**src/rtl/phase_pkg.sv**
```systemverilog
// rtl/phase_pkg.sv - shared types and constants for the phase sequencer
package phase_pkg;

  localparam int PHASE_W            = 3;
  localparam int NUM_PHASES_DEFAULT = 5;
  localparam int INSN_W             = 16;

  typedef enum logic [1:0] {
    IDLE   = 2'd0,
    RUN    = 2'd1,
    HALTED = 2'd2
  } seq_state_t;

endpackage

```
**src/rtl/button_debounce.sv**
```systemverilog
// rtl/button_debounce.sv - exec button synchronizer, debouncer and rise pulse
module button_debounce #(
  parameter int DB_CYCLES = 50000
) (
  input  logic clock,
  input  logic reset,
  input  logic btn,
  output logic pulse
);

  localparam logic [15:0] DB_LAST = 16'(DB_CYCLES - 1);

  logic        sync0;
  logic        sync1;
  logic        level;
  logic        level_d1;
  logic [15:0] db_cnt;

  always_ff @(posedge clock or posedge reset) begin
    if (reset) begin
      sync0    <= 1'b0;
      sync1    <= 1'b0;
      level    <= 1'b0;
      level_d1 <= 1'b0;
      db_cnt   <= '0;
      pulse    <= 1'b0;
    end else begin
      sync0    <= btn;
      sync1    <= sync0;
      level_d1 <= level;
      pulse    <= level & ~level_d1;
      // Any cycle where the input agrees with the accepted level restarts the count
      if (sync1 == level) begin
        db_cnt <= '0;
      end else if (db_cnt == DB_LAST) begin
        level  <= sync1;
        db_cnt <= '0;
      end else begin
        db_cnt <= db_cnt + 16'd1;
      end
    end
  end

endmodule

```
**src/rtl/phase_sequencer.sv**
```systemverilog
// rtl/phase_sequencer.sv - run/pause/halt phase sequencer with instruction counter
module phase_sequencer
  import phase_pkg::*;
#(
  parameter int DB_CYCLES  = 50000,
  parameter int NUM_PHASES = NUM_PHASES_DEFAULT
) (
  input  logic               clock,
  input  logic               reset,
  input  logic               exec_btn,
  input  logic               halt,
  output logic [PHASE_W-1:0] phase,
  output logic               exec_pulse,
  output logic               running,
  output logic [INSN_W-1:0]  insn_count
);

  localparam logic [PHASE_W-1:0] LAST_PHASE = PHASE_W'(NUM_PHASES - 1);

  seq_state_t          state_q;
  seq_state_t          state_d;
  logic [PHASE_W-1:0]  phase_q;
  logic [PHASE_W-1:0]  phase_d;
  logic [INSN_W-1:0]   insn_q;
  logic [INSN_W-1:0]   insn_d;

  button_debounce #(
    .DB_CYCLES (DB_CYCLES)
  ) u_debounce (
    .clock (clock),
    .reset (reset),
    .btn   (exec_btn),
    .pulse (exec_pulse)
  );

  always_ff @(posedge clock or posedge reset) begin
    if (reset) begin
      state_q <= IDLE;
      phase_q <= '0;
      insn_q  <= '0;
    end else begin
      state_q <= state_d;
      phase_q <= phase_d;
      insn_q  <= insn_d;
    end
  end

  // Phase only moves while staying in RUN; halt outranks a coincident exec pulse
  always_comb begin
    state_d = state_q;
    phase_d = phase_q;
    insn_d  = insn_q;
    unique case (state_q)
      IDLE: begin
        if (exec_pulse) state_d = RUN;
      end
      RUN: begin
        if (halt) begin
          state_d = HALTED;
        end else if (exec_pulse) begin
          state_d = IDLE;
        end else if (phase_q >= LAST_PHASE) begin
          phase_d = '0;
          insn_d  = insn_q + INSN_W'(1);
        end else begin
          phase_d = phase_q + PHASE_W'(1);
        end
      end
      HALTED: begin
        if (exec_pulse) begin
          state_d = RUN;
          phase_d = '0;
        end
      end
      default: state_d = IDLE;
    endcase
  end

  assign phase      = phase_q;
  assign running    = (state_q == RUN);
  assign insn_count = insn_q;

endmodule

```
**config.mk**
```make
export PLATFORM = sky130hd
export DESIGN_NAME = phase_sequencer
export DESIGN_NICKNAME = d
export VERILOG_FILES = /design/src/rtl/phase_pkg.sv /design/src/rtl/button_debounce.sv /design/src/rtl/phase_sequencer.sv
export SDC_FILE = /design/constraint.sdc
export NUM_CORES = 1
export LEC_CHECK = 0
export ABC_AREA = 1
export CORE_UTILIZATION = 40
export DETAILED_ROUTE_END_ITERATION = 16
export SLEW_MARGIN = 20
export SYNTH_ARGS = -nofsm -noshare
export SYNTH_HDL_FRONTEND = slang
export SYNTH_SLANG_ARGS = --single-unit
```
**constraint.sdc**
```tcl
create_clock -name clock -period 2 [get_ports clock]
set_input_delay 0.4 -clock clock [delete_from_list [all_inputs] [get_ports clock]]
set_output_delay 0.4 -clock clock [all_outputs]
set_load 0.03 [all_outputs]
```
[Word level (Yosys, flattened, before mapping)]
Cells that the tools add are included.
Operators by class
  $add $sub $neg: 3
  $lt $le $gt $ge: 1
  equal/unequal tests: 9
  multiplexer cells: 11
  bitwise logic cells: 5
  reduce and logical (&&, ||, !) cells: 7
Operator list (count)
  16-bit by 1-bit adder with 16-bit output (second input constant): 2
  16-bit two-way mux: 2
  16-bit equality test (second input constant): 1
  3-bit two-way mux: 4
  4-bit AND reduction: 2
  2-bit two-way mux: 3
  3-bit one-hot mux with 2 select lines: 1
  2-bit by 1-bit != test with 1-bit output (second input constant): 2
  2-bit != test (second input constant): 2
  1-bit NOT: 4
  2-bit one-hot mux with 2 select lines: 1
  2-bit AND reduction: 2
  3-bit by 1-bit adder with 3-bit output (second input constant): 1
  3-bit greater-or-equal comparator (second input constant): 1
  3-bit by 2-bit != test with 1-bit output (second input constant): 1
  2-bit by 1-bit equality test with 1-bit output (second input constant): 1
  2-bit equality test (second input constant): 1
  2-bit zero test: 1
  2-bit nonzero test: 1
  2-bit OR reduction: 1
  1-bit AND: 1
  1-bit equality test: 1
Word-level totals
  bits in registers: 42
  bits of input ports: 4
  output and inout port bits: 21

[Logic depth before layout (Yosys ltp)]
  depth in word-level cells: 5
  mapped depth: 8
  gate-level depth less buffers: 8

[Hierarchy]
Synthesis repeated with hierarchy kept, for this count alone.
Second synthesis, totals
  cells, all modules: 285
  area, all modules: 2292.2 µm²
By module, submodules not included
  phase_sequencer: times used 1, cells each 158, area an instance 1226.2 µm², seq. area each 525.5 µm²
  button_debounce: times used 1, cells each 127, area an instance 1066.0 µm², seq. area each 525.5 µm²

[Worst setup path after synthesis]
No wires, ideal clock.
  path type: reg-to-reg
  from: reg insn_q[1] (netlist: insn_count[1])
  to: reg insn_q[10] (netlist: insn_count[10])
  data arrival time: 1.291 ns
  required time: 1.866 ns
  setup slack: 0.574 ns
  stages on the path, launching flop included: 6
  buffers on the path: 0
  period minus slack after synthesis: 1.426 ns
  path through: dfrtp_1 > ha_1 > nand2_1 > nor2_4 > nand3_1 > xnor2_1
On the way
  longest elaborated chain between the ends: 1
RTL lines
  start, declared: RTL line phase_sequencer.sv:24  | logic [INSN_W-1:0] insn_q;
  start signal, assigned: RTL line phase_sequencer.sv:44  | insn_q <= insn_d;
  16-bit by 1-bit adder with 16-bit output: RTL line phase_sequencer.sv:64  | insn_d = insn_q + INSN_W'(1);
Every way passes these cells.
A chain may end at the register's enable or synchronous reset.

[Worst setup path after layout]
  from: reg phase_q[2] (netlist: phase[2])
  to: out phase[2]
RTL lines
  start, declared: RTL line phase_sequencer.sv:22  | logic [PHASE_W-1:0] phase_q;
  start signal, assigned: RTL line phase_sequencer.sv:43  | phase_q <= phase_d;
  end, declared: RTL line phase_sequencer.sv:12  | output logic [PHASE_W-1:0] phase,
No word-level cell between the ends.

==> impl_metrics.env <==
export IMPL_status="complete, no violations"
export IMPL_endpoint_kind="output port"
export IMPL_h_tree_depth=2
export IMPL_rsz0062_at_grt="no"
export IMPL_setup_violations_final=0
export IMPL_synth_area_leaders="dfrtp_1 (47%), nand2_1 (12%), inv_1 (6.4%)"
export IMPL_synthArstFlopShare_pct=100
export IMPL_initial_core_util_pct=42.7
export IMPL_ys_warn_count=0
export IMPL_ctsLongestPathBuffers=2
export IMPL_drtPass1Iterations=4
export IMPL_yosys_cell_count_top_type="nand2_1"
export IMPL_die_w_um=76.8
export IMPL_max_stage_delay_ps=710
export IMPL_numCtsBuffers=5
export IMPL_leakagePower_nw=1.25
export IMPL_io_pins=25
export IMPL_utilization_pct=51.4
export IMPL_gp_congestion=0.827
export IMPL_power_density_nw_per_um2=550
export IMPL_synth_top_family_by_area="simple AND/OR/NAND/NOR gates"
export IMPL_grt_pass1_wl_um=7540
export IMPL_fin_crit_sh_pct=93.2
export IMPL_critPathKind="reg -> out"
export IMPL_yosysTopAreaCellShare_pct=47.0
export IMPL_worst_pin_slew_ps=505
export IMPL_fin_hold_ws_ps=368
export IMPL_hpwl_um=3110
export IMPL_critPathRequiredTime_ps=1600
export IMPL_grt_pass1_vias=1636
export IMPL_drt_initial_drc_count=80
export IMPL_detail_route_wl_per_cell_um=11.1
export IMPL_grt_use_total_pct=16.0
export IMPL_syn_inst=270
export IMPL_via_per_inst=4.56
export IMPL_min_path_type="reg -> reg"
export IMPL_avgSynthCellArea_um2=8.29
export IMPL_max_freq_mhz=536
export IMPL_path_max_fanout=5
export IMPL_path_buf_inv=1
export IMPL_finalSetupTns_ps=0
export IMPL_crit_arrival_ps=1460
export IMPL_worstPathCellList="clkdlybuf4s50_1"
export IMPL_cp_start_kind="register"
export IMPL_finalMaxSlewViolations=0
export IMPL_drive_gt1_share_pct=10.8
export IMPL_netlist_top_cells_count="nand2_1 (73), dfrtp_1 (42), inv_1 (38), nor2_1 (33), nand3_1 (18)"
export IMPL_drcViolationCount=0
export IMPL_clock_insertion_delay_worst_skew_ps=290
export IMPL_synthXorXnorAreaFrac_pct=6.26
export IMPL_vias=1710
export IMPL_cts_root_buf="clkbuf_8"
export IMPL_areaGrowthSynthToFinish_pct=20.2
export IMPL_grt_overflow_total=0
export IMPL_synthMuxAreaShare_pct=0
export IMPL_synth_compound_area_share_pct=2.80
export IMPL_portBuffers=24
export IMPL_slowest_stage="clkdlybuf4s50_1"
export IMPL_synth_adder_area_share_pct=2.24
export IMPL_vdd_drop_max_mv=0.350
export IMPL_worst_slew_margin_rel_pct=66.2
export IMPL_skew_ps=5.30
export IMPL_ys_seq_area_share_pct=47.0
export IMPL_syn_area_um2=2240
export IMPL_hold_violations=0
export IMPL_synth_seq_cells=42
export IMPL_dieArea_um2=5900
export IMPL_crit_family="buffers and inverters"
export IMPL_core_um2=5240
export IMPL_clk_pin_slew_ps=80
export IMPL_period_minus_slack_ps=1860
export IMPL_antenna_cells=0
export IMPL_drt_total_wl_um=4180
export IMPL_post_cts_setup_buffer_count=0
export IMPL_clock_sinks=42
export IMPL_synth_ff_type="dfrtp_1"
export IMPL_cts_tree="done"
export IMPL_antenna_found_initial=0
export IMPL_synthDistinctLibCells=25
export IMPL_synth_top_area_cell="dfrtp_1"
export IMPL_synth_simple_gate_area_share_pct=35.0
export IMPL_rows=26
export IMPL_nets=312
export IMPL_fp_dieH_um=76.8
export IMPL_drtAntennaViolNets=0
export IMPL_syn_num_nets=278
export IMPL_grt_start_max_net_pins=31
export IMPL_max_cap_violations=0
export IMPL_synth_edf_count=0
cell families after synthesis:
group           count (synthesis)
simple gates                  156
flops                          42
buf+inv                        40
xor+xnor                       16
compound gates                 12
fa+ha+maj                       4
per-layer routing:
| metal | GRT usage (%) | share of wire, % | vias to the layer above |
|---|---|---|---|
| met5 | 0 | 0 | - |
| met4 | 5.19 | 1.2 | 0 |
| met3 | 3.69 | 3.0 | 4 |
| met2 | 23.3 | 41 | 20 |
| met1 | 23.1 | 55 | 783 |
| li1 | - | - | 903 |
per-stage QoR:
stage | cell area [µm²] | setup slack, ps | power, mW | std cells
final | 2690 | 135 | 1.48 | 375
after global routing | 2690 | 93.2 | 1.55 | 375
after CTS | 2690 | 116 | 1.51 | 375
after detailed placement | 2600 | 215 | 0.932 | 367
after global placement | 2600 | 228 | 0.931 | 367
after floorplan | 2240 | 574 | 0.908 | 270
power by group:
| part | leakage, nW | total [mW] | internal [mW] | switching, mW |
|---|---|---|---|---|
| sequential | 0.554 | 0.860 | 0.855 | 0.00492 |
| combinational | 0.643 | 0.0518 | 0.0186 | 0.0332 |
| clock | 0.0482 | 0.568 | 0.279 | 0.289 |
timing repair:
action / 4_1_cts / 5_1_grt
hold buffers: 0 / 0
resized for setup: 1 / 0
setup endpoints to repair: 1 / 0
worst paths after layout:
path,startpoint,endpoint,slack [ps],cells past startpoint
worst max-delay path,phase[2],phase[2],140,1
min in group asynchronous,reset,u_debounce.db_cnt[11],390,2
worst min-delay path,u_debounce.sync0,u_debounce.sync1,370,0
worst min register to register,u_debounce.sync0,u_debounce.sync1,370,0
worst max register to register,u_debounce.db_cnt[8],u_debounce.db_cnt[5],600,7
max in group asynchronous,reset,u_debounce.db_cnt[15],1140,3
layout make-up:
cell class / instances / area, µm²
clock buffer: 7 / 86.3
clock inverter: 1 / 5.00
fill: 520 / 2550
inverter: 40 / 150
multi-input combinational: 188 / 1040
sequential: 42 / 1050
tap: 70 / 87.6
timing repair buffer: 27 / 274
layout by cell type, fill, tap and decap left out, drive strengths merged:
cell type,n
clkdlybuf4s50,23
nand2,78
dlygate4sd2,1
clkbuf,7
o21ai,8
clkinv,2
nor2,43
xnor2,9
dfrtp,42
nand3,21
o21bai,1
nand4,10
nor3,3
and2,1
xor2,7
a21oi,3
buf,3
ha,4
inv,39
state kept, by name (all words and copies together) (netlist names):
name,flops
u_debounce.pulse,1
insn_count,16
u_debounce.sync1,1
u_debounce.db_cnt,16
state_q,2
phase,3
u_debounce.sync0,1
u_debounce.level,1
u_debounce.level_d1,1
Note: power is estimated with default switching activity, not from simulation.
